--- config.mk ---
export PLATFORM = sky130hd
export DESIGN_NAME = tl_debug_unit
export DESIGN_NICKNAME = d
export VERILOG_FILES = /design/src/rtl/tl_debug_unit.sv
export SDC_FILE = /design/constraint.sdc
export NUM_CORES = 1
export LEC_CHECK = 0
export BUFFER_PORTS_ARGS = -buffer_cell sky130_fd_sc_hd__buf_2
export CAP_MARGIN = 20
export CORE_MARGIN = 1.5
export CORE_UTILIZATION = 60
export DETAILED_ROUTE_END_ITERATION = 7
export PLACE_DENSITY = 0.79
export SKIP_CTS_REPAIR_TIMING = 1
export SYNTH_ARGS = -nofsm -noshare
export SYNTH_HDL_FRONTEND = slang
export SYNTH_SLANG_ARGS = --single-unit
--- constraint.sdc ---
create_clock -name i_clk -period 3.29 [get_ports i_clk]
set_input_delay 0.4935 -clock i_clk [delete_from_list [all_inputs] [get_ports i_clk]]
set_output_delay 0.4935 -clock i_clk [all_outputs]
set_load 0.005 [all_outputs]
--- src/rtl/tl_debug_unit.sv ---
// Debug controller ahead of the MIPS pipeline: loads program bytes into IM, gates the pipeline, reports PC/cycle count over UART.
// Define DEBUG_STEP_EN to include single-step mode (STEP_WAIT/STEP_EXEC, CMD_STEP/CMD_NEXT).
module tl_debug_unit #(
  parameter int              LEN        = 32,
  parameter int              NB_ADDR_IM = 10,
  parameter logic [LEN-1:0]  HALT_CODE  = 32'hFFFFFFFF,
  parameter logic [7:0]      CMD_CONT   = 8'h43,
  parameter logic [7:0]      CMD_STEP   = 8'h53,
  parameter logic [7:0]      CMD_NEXT   = 8'h4E
) (
  input  logic                  i_clk,
  input  logic                  i_rst,
  input  logic [7:0]            i_rx_data,
  input  logic                  i_rx_done,
  input  logic                  i_tx_done,
  input  logic [LEN-1:0]        i_pc,
  input  logic                  i_halt,
  output logic [7:0]            o_tx_data,
  output logic                  o_tx_start,
  output logic                  o_im_wr_en,
  output logic [NB_ADDR_IM-1:0] o_im_wr_addr,
  output logic [LEN-1:0]        o_im_wr_data,
  output logic                  o_pipe_enable
);

  // Report bytes still to send after the first one (PC low bytes + full count).
  localparam int REP_W = LEN + 24;

  typedef enum logic [2:0] {
    ST_LOAD,
    ST_WAIT_MODE,
    ST_RUN_CONT,
`ifdef DEBUG_STEP_EN
    ST_STEP_WAIT,
    ST_STEP_EXEC,
`endif
    ST_SEND,
    ST_DONE
  } state_e;

  state_e                state_q, state_d;
  logic [NB_ADDR_IM-1:0] addr_q, addr_d;
  logic [1:0]            byte_cnt_q, byte_cnt_d;
  logic [LEN-9:0]        shift_q, shift_d;
  logic [31:0]           cycle_cnt_q, cycle_cnt_d;
  logic [REP_W-1:0]      report_q, report_d;
  logic                  snap_q, snap_d;
  logic [2:0]            tx_idx_q, tx_idx_d;
  logic [7:0]            tx_data_q, tx_data_d;
  logic                  tx_start_q, tx_start_d;
  logic                  im_wr_en_q, im_wr_en_d;
  logic [NB_ADDR_IM-1:0] im_wr_addr_q, im_wr_addr_d;
  logic [LEN-1:0]        im_wr_data_q, im_wr_data_d;
  logic                  pipe_en_q, pipe_en_d;
  logic [LEN-1:0]        rx_word;
`ifdef DEBUG_STEP_EN
  logic                  final_q, final_d;
`else
  logic                  unused_step_cmds;
  assign unused_step_cmds = ^{CMD_STEP, CMD_NEXT};
`endif

  assign rx_word = {shift_q, i_rx_data};

  always_comb begin
    state_d      = state_q;
    addr_d       = addr_q;
    byte_cnt_d   = byte_cnt_q;
    shift_d      = shift_q;
    cycle_cnt_d  = cycle_cnt_q + {31'd0, pipe_en_q};
    report_d     = report_q;
    snap_d       = snap_q;
    tx_idx_d     = tx_idx_q;
    tx_data_d    = tx_data_q;
    tx_start_d   = 1'b0;
    im_wr_en_d   = 1'b0;
    im_wr_addr_d = im_wr_addr_q;
    im_wr_data_d = im_wr_data_q;
    pipe_en_d    = pipe_en_q;
`ifdef DEBUG_STEP_EN
    final_d      = final_q;
`endif
    case (state_q)
      ST_LOAD: begin
        if (i_rx_done) begin
          shift_d    = rx_word[LEN-9:0];
          byte_cnt_d = byte_cnt_q + 2'd1;
          if (byte_cnt_q == 2'd3) begin
            im_wr_en_d   = 1'b1;
            im_wr_addr_d = addr_q;
            im_wr_data_d = rx_word;
            addr_d       = addr_q + 1'b1;
            // The halt word and the last memory slot are both still written.
            if (rx_word == HALT_CODE || addr_q == '1) state_d = ST_WAIT_MODE;
          end
        end
      end
      ST_WAIT_MODE: begin
        if (i_rx_done && i_rx_data == CMD_CONT) begin
          pipe_en_d = 1'b1;
          state_d   = ST_RUN_CONT;
        end
`ifdef DEBUG_STEP_EN
        else if (i_rx_done && i_rx_data == CMD_STEP) begin
          state_d = ST_STEP_WAIT;
        end
`endif
      end
      ST_RUN_CONT: begin
        if (i_halt) begin
          pipe_en_d = 1'b0;
          snap_d    = 1'b1;
          state_d   = ST_SEND;
`ifdef DEBUG_STEP_EN
          final_d   = 1'b1;
`endif
        end
      end
`ifdef DEBUG_STEP_EN
      ST_STEP_WAIT: begin
        if (i_rx_done && i_rx_data == CMD_NEXT) begin
          pipe_en_d = 1'b1;
          state_d   = ST_STEP_EXEC;
        end
      end
      ST_STEP_EXEC: begin
        pipe_en_d = 1'b0;
        final_d   = i_halt;
        snap_d    = 1'b1;
        state_d   = ST_SEND;
      end
`endif
      ST_SEND: begin
        if (snap_q) begin
          snap_d     = 1'b0;
          report_d   = {i_pc[LEN-9:0], cycle_cnt_q};
          tx_idx_d   = 3'd0;
          tx_data_d  = i_pc[LEN-1 -: 8];
          tx_start_d = 1'b1;
        end else if (i_tx_done && !tx_start_q) begin
          // A done coinciding with our own start belongs to the previous byte.
          if (tx_idx_q == 3'd7) begin
`ifdef DEBUG_STEP_EN
            state_d = final_q ? ST_DONE : ST_STEP_WAIT;
`else
            state_d = ST_DONE;
`endif
          end else begin
            tx_idx_d   = tx_idx_q + 3'd1;
            tx_data_d  = report_q[REP_W-1 -: 8];
            report_d   = {report_q[REP_W-9:0], 8'd0};
            tx_start_d = 1'b1;
          end
        end
      end
      ST_DONE: pipe_en_d = 1'b0;
      default: state_d = ST_LOAD;
    endcase
  end

  always_ff @(posedge i_clk or negedge i_rst) begin
    if (!i_rst) begin
      state_q      <= ST_LOAD;
      addr_q       <= '0;
      byte_cnt_q   <= '0;
      shift_q      <= '0;
      cycle_cnt_q  <= '0;
      report_q     <= '0;
      snap_q       <= 1'b0;
      tx_idx_q     <= '0;
      tx_data_q    <= '0;
      tx_start_q   <= 1'b0;
      im_wr_en_q   <= 1'b0;
      im_wr_addr_q <= '0;
      im_wr_data_q <= '0;
      pipe_en_q    <= 1'b0;
`ifdef DEBUG_STEP_EN
      final_q      <= 1'b0;
`endif
    end else begin
      state_q      <= state_d;
      addr_q       <= addr_d;
      byte_cnt_q   <= byte_cnt_d;
      shift_q      <= shift_d;
      cycle_cnt_q  <= cycle_cnt_d;
      report_q     <= report_d;
      snap_q       <= snap_d;
      tx_idx_q     <= tx_idx_d;
      tx_data_q    <= tx_data_d;
      tx_start_q   <= tx_start_d;
      im_wr_en_q   <= im_wr_en_d;
      im_wr_addr_q <= im_wr_addr_d;
      im_wr_data_q <= im_wr_data_d;
      pipe_en_q    <= pipe_en_d;
`ifdef DEBUG_STEP_EN
      final_q      <= final_d;
`endif
    end
  end

  assign o_tx_data     = tx_data_q;
  assign o_tx_start    = tx_start_q;
  assign o_im_wr_en    = im_wr_en_q;
  assign o_im_wr_addr  = im_wr_addr_q;
  assign o_im_wr_data  = im_wr_data_q;
  assign o_pipe_enable = pipe_en_q;

endmodule

==> results of run 1 <==
==> stage by stage <==
step           instance area (um^2)  hold WS [ns]  instances  setup slack [ns]
6_report                       9170        0.0650        969              1.22
3_5_place_dp                   8580         0.459        937              1.21
3_3_place_gp                   8580         0.453        937              1.31
4_1_cts                        9170        0.0977        969              1.20
5_1_grt                        9170         0.114        969              1.03
2_1_floorplan                  7940         0.198        697              1.49
==> cell type report <==
cell class              instances  area share [%]
clock buffers                  24            5.37
repair buffers                104            6.35
flip-flops and latches        184            50.3
inverters                       5           0.205
clock inverters                 8            1.04
well taps                     172            2.35
multi-input cells             472            34.4
==> cell usage in the layout (no fill, tap or decap), drive strengths merged, types with 3 or more instances in the layout <==
master / count
buf: 104
o21ai: 61
and4: 8
nand3: 26
clkbuf: 24
mux2: 43
nor3: 8
a22o: 3
xnor2: 26
ha: 6
clkinv: 4
mux2i: 56
and3: 8
dfrtp: 184
nand2: 169
inv: 5
nand4: 15
xor2: 14
nor2: 13
nor4: 3
==> final timing paths <==
kind                                   endpoint  slack [ns]  cells past startpoint
worst max-delay path            cycle_cnt_q[28]        1.22                      6
worst min-delay path            o_im_wr_addr[2]        0.06                      1
worst max register to register  cycle_cnt_q[28]        1.22                      6
worst min register to register      report_q[1]        0.47                      2
max in group asynchronous          report_q[50]        2.39                      2
min in group i_clk                   shift_q[6]        0.32                      3
==> logic make-up (layout without fill, tap and decap cells) <==
group,count (synthesis),in the layout,synth area share [%]
fa+ha+maj,6,6,0.945
mux,99,99,14.5
buf+inv,41,141,2.44
compound gates,69,69,4.70
simple gates,258,258,15.0
xor+xnor,40,40,4.41
flops,184,184,58.0
==> worst max-delay path, delay by kind of cell (launching register included) <==
family	cells	cell delay, ns
xor gates and xnor gates	1	0.17
adders and majority gates	2	0.45
DFF	1	0.42
and+or+nand+nor	3	0.90
==> power by group <==
| part | total (mW) | switching (mW) | internal (mW) |
|---|---|---|---|
| sequential | 2.83 | 0.261 | 2.57 |
| clock | 2.01 | 0.812 | 1.19 |
| combinational | 0.946 | 0.380 | 0.566 |
==> routing by layer <==
layer	routed length, um	share of wire (%)	GRT usage, %	up-vias
li1	-	-	-	2556
met1	7040	43	32.6	2717
met2	8120	50	40.7	181
met3	810	5.0	4.99	32
met4	286	1.8	9.22	0
met5	0	0	0	-
==> flip-flops by register name (all words and copies together) (netlist names), 8 cells and up <==
register      count
addr_q           10
cycle_cnt_q      32
o_im_wr_addr     10
o_im_wr_data     32
o_tx_data         8
report_q         56
shift_q          24
==> out/results.ini, run 1 <==
[clock_network]
cts_sinks=184
insertion_delay_ns=0.43
cts.htree.levels=4
cts_root_buf=clkbuf_16
clock_path_buffers=2
cts-buffers-inserted=17
cts_tree=done
clkTransAtPathRegs_ns=0.07

[floorplan]
coreArea_um2=12800
top_level_ports=98
std_cell_rows=41
start_util_pct=62.2
fp.dieArea_um2=13900
die_w_um=118
die_y_um=118

[cells_and_area]
num_antenna_cells=0
nNetsFinal=835
synthToLayoutAreaGrowth_pct=15.4
fill_cells=895
drive_gt1_share_pct=22.7
seqCellArea_um2=4610
post-route-util_pct=71.8
multi_input_area_um2=3150

[place]
gp_congestion=0.845
numPortBuffers=97
dpl.hpwl_um=10900

[setup_path]
criticalPathCategory=reg -> reg
reg2reg_from=o_pipe_enable
critPathMaxFanout=9
slowest_stage=nor4_4
worst_ep_required_time_ns=3.60
startpoint_type=flip-flop
startpoint=o_pipe_enable
cp_slowest_stage_delay_ns=0.51
cp-end-kind=flip-flop
path_cells=ha_1 > ha_1 > nand4_1 > nor4_4 > nand4_1 > xnor2_1
crit_arrival_ns=2.38

[timing]
slew_headroom_pct=34.7
fin_crit_sh_pct=62.8
setup_tns_ns=0
fmax_ghz=0.484
fin_crit_ns=2.07
rsz0062_at_grt=no
worstMarginPinSlew_ns=0.977
finalSetupViolCount=0
drv_slew=0
hold_viol=0
finClkSkew_ns=0.00743

[pwr]
irDropWorstVdd_mv=0.455
power_density_nw_per_um2=631
finalPower_mw=5.79
p_leak_nw=4.46

[run]
cap_violations=0

[route]
firstDrtPassIters=5
drc=0
wire_per_inst_um=16.8
totalWireLength_um=16300
drt-initial-drc-count=385
vias=5486
viasPerCell=5.66
ant_nets=0

[synthesis]
ys_seq_area_share_pct=58.0
synthFlopType=dfrtp_1
ys_warn_count=0
synth_common_cells=dfrtp_1, nand2_1, o21ai_0
syn_nets=748
synth_edf_count=0
synth.largest_area_cell=dfrtp_1
netlist-cell-type-count=38
synth_area_per_cell_um2=11.4
synth_top_area_share_pct=58.0
netlist_area_um2=7940
ys_ff_latch=184
synth.most_common_cell=dfrtp_1
synth_area_leaders=dfrtp_1, nand2_1, mux2i_1
syn_inst=697
synth-async-reset-ratio_pct=100

[grt]
grt_pass1_wl_um=27500
grt_use_total_pct=24.7
grt_overflow=0
antenna_found_initial=0
grt_max_degree=121
grt_pass1_vias=5514

[hold_path]
hp-class=in -> async

[status]
status=finished clean

Note: power is estimated with default switching activity, not from simulation.
==> run 2: changes to the inputs <==
--- a/config.mk
+++ b/config.mk
@@ -8,9 +8,9 @@
 export BUFFER_PORTS_ARGS = -buffer_cell sky130_fd_sc_hd__buf_2
 export CAP_MARGIN = 20
 export CORE_MARGIN = 1.5
-export CORE_UTILIZATION = 60
+export CORE_UTILIZATION = 52
 export DETAILED_ROUTE_END_ITERATION = 7
-export PLACE_DENSITY = 0.79
+export PLACE_DENSITY = 0.72
 export SKIP_CTS_REPAIR_TIMING = 1
 export SYNTH_ARGS = -nofsm -noshare
 export SYNTH_HDL_FRONTEND = slang
==> constraint.sdc (replaced) <==
create_clock -name i_clk -period 1.75 [get_ports i_clk]
set_input_delay 0.2625 -clock i_clk [delete_from_list [all_inputs] [get_ports i_clk]]
set_output_delay 0.2625 -clock i_clk [all_outputs]
set_load 0.005 [all_outputs]
==> run 2 against run 1 <==
Compared with the run above:
- design area up 6.0%
- register-to-register slack got worse by 1.2 ns
- power rose by 88%
- first-iteration DRC count shrank 8.3%
- clock-buffer cell count is 1 higher
- wire length rose by 9.6%
- setup slack lost 1.2 ns
- die area grew 15%
- fmax is 20% higher
- critical endpoint is now tx_idx_q[0]
==> out/results.ini, run 2 (synthesis results as in run 1) <==
[timing]
worstMarginPinSlew_ns=0.407  ; -0.570 ns
drv_slew=0  ; unchanged
finalSetupViolCount=0  ; unchanged
hold_viol=0  ; unchanged
setup_ws_ns=0.0241  ; -1.20 ns
fmax_ghz=0.579  ; +20%
rsz0062_at_grt=yes
timing.hold.ws_ns=0.0841  ; +0.0191 ns
slew_headroom_pct=72.9  ; +38 points
setup_tns_ns=0  ; unchanged
fin_crit_ns=1.73  ; -0.340 ns
fin_crit_sh_pct=98.6  ; +36 points
finClkSkew_ns=0.00906  ; +0.00163 ns

[setup_path]
criticalPathCategory=reg -> reg
regToRegEndpoint=tx_idx_q[0]
critPathBufInv=2  ; +2
slowest_stage=dfrtp_1
reg2reg_from=tx_idx_q[0]
cp-end-kind=flip-flop
startpoint_type=flip-flop
r2r_setup_slack_ns=0.02  ; -1.20 ns
cp_common_cell=buf_6
cp_slowest_stage_delay_ns=0.39  ; -0.12 ns
crit_family=flip-flops
path_cells=ha_2 > ha_4 > nor3b_4 > o21ai_4 > buf_6 > buf_6 > mux2_4
critPathMaxFanout=4  ; -5
r2r_cells=7  ; +1
worst_ep_required_time_ns=2.06  ; -1.54 ns
crit_arrival_ns=2.04  ; -0.34 ns

[route]
ant_nets=0  ; unchanged
drc=0  ; unchanged
totalWireLength_um=17800  ; +9.6%
drt-initial-drc-count=353  ; -8.3%
wire_per_inst_um=17.4  ; +3.9%
firstDrtPassIters=5  ; unchanged
viasPerCell=5.54  ; -2.2%
vias=5659  ; +3.2%

[cells_and_area]
stdcell_count=1022  ; +5.5%
post-route-util_pct=66.1  ; -5.7 points
final_common_cell=dfrtp_1
regMostFlops=report_q
drive_gt1_share_pct=27.7  ; +5.0 points
synthToLayoutAreaGrowth_pct=22.3
num_antenna_cells=0  ; unchanged
final_cell_mix=dfrtp_1, nand2_1, buf_2
fin_area_um2=9710  ; +6.0%
largest_register_ffs=56  ; unchanged
nNetsFinal=877  ; +5.0%

[floorplan]
top_level_ports=98  ; unchanged
std_cell_rows=44  ; +7.3%
fp.dieArea_um2=16000  ; +15%
start_util_pct=54.0  ; -8.1 points
die_w_um=127  ; +7.2%
coreArea_um2=14700  ; +15%
die_y_um=127  ; +7.2%

[grt]
grt_pass1_vias=5551  ; +0.67%
antenna_found_initial=0  ; unchanged
grt_max_degree=81  ; -33%
grt_use_total_pct=21.8  ; -2.9 points
grt_pass1_wl_um=27600  ; +0.23%
grt_overflow=0  ; unchanged

[run]
cap_violations=0  ; unchanged

[clock_network]
cts_sinks=184  ; unchanged
cts.htree.levels=4  ; unchanged
cts_tree=done
clkTransAtPathRegs_ns=0.06  ; about the same
clock_path_buffers=2  ; unchanged
cts-buffers-inserted=17  ; unchanged
insertion_delay_ns=0.43  ; about the same
cts_root_buf=clkbuf_16

[place]
gp_congestion=0.782  ; -7.5%
dpl.hpwl_um=11000  ; +0.77%
placedCellCount=972  ; +3.7%
place_ws_ns=-0.0350  ; -1.25 ns
numPortBuffers=97  ; unchanged
dpl_cell_area_um2=8820  ; +2.9%

[pwr]
p_leak_nw=4.74  ; +6.2%
power_density_nw_per_um2=1120  ; +78%
finalPower_mw=10.9  ; +88%
irDropWorstVdd_mv=0.872  ; +91%

[hold_path]
hold_depth=3
min-delay-start=i_rx_data[0]
hp-class=in -> reg
hold_end=shift_q[0]

[status]
status=finished clean

## run 2: cell count changes in the layout (fill, tap and decap cells not counted), moves of 2 or more
cell       change
ha_1           -4
nand3_1        -2
clkbuf_8       +2
buf_4         +24
buf_12         +4
ha_2           +3
clkbuf_16      +4
nand3_2        +2
o21ai_0       -24
buf_6          +9
o21ai_1       +24
clkinv_2       -2
mux2_4         +2
## run 2: worst max-delay path by stage
stage | from | endpoint | depth (start not counted)
floorplan | state_q[0] | o_im_wr_addr[0] | 6
global placement | tx_idx_q[0] | report_q[0] | 6
detailed placement | tx_idx_q[0] | report_q[0] | 6
CTS | tx_idx_q[0] | report_q[0] | 6
global route | cycle_cnt_q[0] | cycle_cnt_q[31] | 7
finish | tx_idx_q[0] | tx_idx_q[0] | 7
## run 2: power by group
group,leakage (nW),switching (mW),internal (mW)
clock,0.281,1.55,2.18
sequential,2.42,0.478,4.84
combinational,2.03,0.741,1.12
## run 2: layer usage
metal  routed length, um  vias up  track usage (%)
li1                    -     2638                -
met4                 434        0             7.44
met2                8500      180             35.3
met3                 958       34             5.48
met5                   0        -                0
met1                7930     2807             28.7
## run 2: cell type report
type | count | area (um^2)
Sequential cell | 184 | 4610
Clock buffer | 25 | 515
Fill cell | 1085 | 4990
Timing Repair Buffer | 146 | 1050
Clock inverter | 6 | 63.8
Tap cell | 184 | 230
Inverter | 5 | 18.8
Multi-Input combinational cell | 472 | 3220
## run 2: worst min-delay path, cell delays in order
cell	delay (ns)
buf_2	0.10
nand2_1	0.05
nand2_1	0.06
==> run 3: changes to the inputs <==
--- a/config.mk
+++ b/config.mk
@@ -10,7 +10,7 @@
 export CORE_MARGIN = 1.5
 export CORE_UTILIZATION = 52
 export DETAILED_ROUTE_END_ITERATION = 7
-export PLACE_DENSITY = 0.72
+export PLACE_DENSITY = 0.87
 export SKIP_CTS_REPAIR_TIMING = 1
 export SYNTH_ARGS = -nofsm -noshare
 export SYNTH_HDL_FRONTEND = slang
==> run 3 against run 2 <==
Compared with the run above:
- flip-flop and latch count unchanged
- largest cell class unchanged
- clock power up 8.6%
- power grew 3.2%
- first-iteration DRC count grew 41%
- hold slack worse by 0.010 ns
- combinational power is 2% higher
- fmax down 0.64%
- clock-buffer cell count fell by 7
- sequential share of layout area decreased by 0.32 points
- critical path depth grew 1
==> out/results.ini, run 3 (synthesis results as in run 1) <==
[route]
viasPerCell=5.61  ; +1.3%
ant_nets=0  ; unchanged
totalWireLength_um=17800  ; -0.22%
wire_per_inst_um=17.4  ; -0.42%
drt-initial-drc-count=499  ; +41%
drc=0  ; unchanged
vias=5743  ; +1.5%
firstDrtPassIters=5  ; unchanged

[cells_and_area]
fill_cells=1024  ; -5.6%
nNetsFinal=878  ; +0.11%
synthToLayoutAreaGrowth_pct=23.1
largest_register_ffs=56  ; unchanged
regMostFlops=report_q
post-route-util_pct=66.5  ; +0.44 points
drive_gt1_share_pct=28.7  ; +1.0 points
final_common_cell=dfrtp_1
num_antenna_cells=0  ; unchanged
final_cell_mix=dfrtp_1, nand2_1, buf_2

[timing]
drv_slew=0  ; unchanged
timing.hold.ws_ns=0.0741  ; -0.0100 ns
finClkSkew_ns=0.0113  ; +0.00227 ns
fmax_ghz=0.576  ; -0.64%
worstMarginPinSlew_ns=0.424  ; +0.0175 ns
fin_crit_ns=1.74  ; +0.0111 ns
fin_crit_sh_pct=99.3  ; +0.63 points
rsz0062_at_grt=yes
hold_viol=0  ; unchanged
slew_headroom_pct=71.7  ; -1.2 points
finalSetupViolCount=0  ; unchanged

[place]
dpl.hpwl_um=11200  ; +2.6%
numPortBuffers=97  ; unchanged
gp_congestion=0.813  ; +4.0%

[clock_network]
cts_tree=done
cts.htree.levels=4  ; unchanged
clkTransAtPathRegs_ns=0.07  ; about the same
cts_sinks=184  ; unchanged
clock_path_buffers=2  ; unchanged
insertion_delay_ns=0.44  ; about the same
cts-buffers-inserted=17  ; unchanged
cts_root_buf=clkbuf_16

[setup_path]
reg2reg_from=tx_idx_q[0]
cp-end-kind=flip-flop
startpoint_type=flip-flop
critPathMaxFanout=10  ; +6
crit_arrival_ns=2.05  ; about the same
worst_ep_required_time_ns=2.06  ; about the same
regToRegEndpoint=report_q[7]
r2r_cells=8  ; +1
r2r_setup_slack_ns=0.01  ; about the same
criticalPathCategory=reg -> reg
startpoint=tx_idx_q[0]

[grt]
grt_overflow=0  ; unchanged
antenna_found_initial=0  ; unchanged
grt_max_degree=81  ; unchanged
grt_pass1_wl_um=27800  ; +1.0%
grt_use_total_pct=22.0  ; +0.26 points
grt_pass1_vias=5625  ; +1.3%

[floorplan]
top_level_ports=98  ; unchanged
start_util_pct=54.0  ; unchanged
std_cell_rows=44  ; unchanged
die_y_um=127  ; unchanged
die_w_um=127  ; unchanged
fp.dieArea_um2=16000  ; unchanged
coreArea_um2=14700  ; unchanged

[pwr]
power_density_nw_per_um2=1150  ; +2.5%
irDropWorstVdd_mv=0.697  ; -20%
clkPwrFrac_pct=36.0  ; +1.8 points
p_comb_share_pct=16.9  ; about the same
seqPwrFrac_pct=47.1  ; -1.6 points
finalPower_mw=11.3  ; +3.2%
p_leak_nw=4.74  ; +0.12%
power.internal_mw=8.37  ; +2.9%
p_sw_mw=2.89  ; +4.1%
switching_share_pct=25.7  ; +0.22 points

[hold_path]
min-delay-start=i_rx_data[6]
hold_depth=3  ; unchanged
hold_end=shift_q[6]
hp-class=in -> reg

[status]
status=finished clean

[run]
cap_violations=0  ; unchanged

-- run 3: changes by cell type in the layout (fill, tap and decap cells not counted), moves of 2 or more --
cell / delta
o21ai_2: +2
ha_4: +2
o21ai_1: -2
inv_6: +3
clkbuf_8: -6
clkbuf_16: -2
and3_1: -2
buf_4: +3
bufinv_16: +3
ha_2: -2
clkinvlp_4: +2
-- run 3: worst max-delay path, stage by stage (launching register included) --
cell and delay [ns]:
dfrtp_1 0.40, ha_2 0.19, ha_4 0.16, nor3b_4 0.25, o21ai_4 0.13, buf_12 0.15
clkbuf_16 0.16, nand2_1 0.09, nand2_1 0.07
-- run 3: per-stage QoR --
| stage | std cells | worst slack [ns] | TNS (ns) | cell area [um^2] |
|---|---|---|---|---|
| finish | 1024 | 0.0130 | 0 | 9780 |
| detailed placement | 978 | -0.00982 | -0.0368 | 8870 |
| global route | 1024 | -0.0577 | -0.985 | 9780 |
| CTS | 1010 | -0.0657 | -0.656 | 9490 |
| global placement | 978 | 0.0808 | 0 | 8870 |
| floorplan | 697 | -0.00740 | -0.222 | 7980 |
-- run 3: layout make-up --
cell class	instances	area (um^2)	area share [%]
inverters	5	18.8	0.192
clock buffers	18	429	4.39
repair buffers	147	1030	10.6
clock inverters	14	195	2.00
flip-flops and latches	184	4610	47.1
well taps	184	230	2.36
multi-input cells	472	3260	33.3
-- run 3: how the worst max path moves through the flow --
stage	end	cells past startpoint	slack, ns
final	report_q[7]	8	0.01
after global placement	cycle_cnt_q[30]	7	0.08
after CTS	cycle_cnt_q[30]	7	-0.07
after detailed placement	report_q[47]	7	-0.01
after global routing	report_q[35]	8	-0.06
after floorplan	o_im_wr_addr[0]	6	-0.007
-- run 3: power groups by stage --
| stage | logic (mW) | registers [mW] | clock network (mW) |
|---|---|---|---|
| global placement | 1.83 | 5.32 | 0 |
| finish | 1.90 | 5.30 | 4.05 |
| CTS | 1.91 | 5.28 | 4.08 |
| global route | 2.09 | 5.38 | 4.26 |
| floorplan | 1.15 | 5.28 | 0 |
| detailed placement | 1.90 | 5.35 | 0 |
-- run 3: metal layers --
metal | up-vias | global-route usage (%) | share of wire (%)
met5 | - | 0 | 0
met4 | 0 | 9.13 | 2.3
met3 | 34 | 3.71 | 5.0
met2 | 200 | 35.8 | 49
met1 | 2859 | 29.6 | 44
li1 | 2650 | - | -
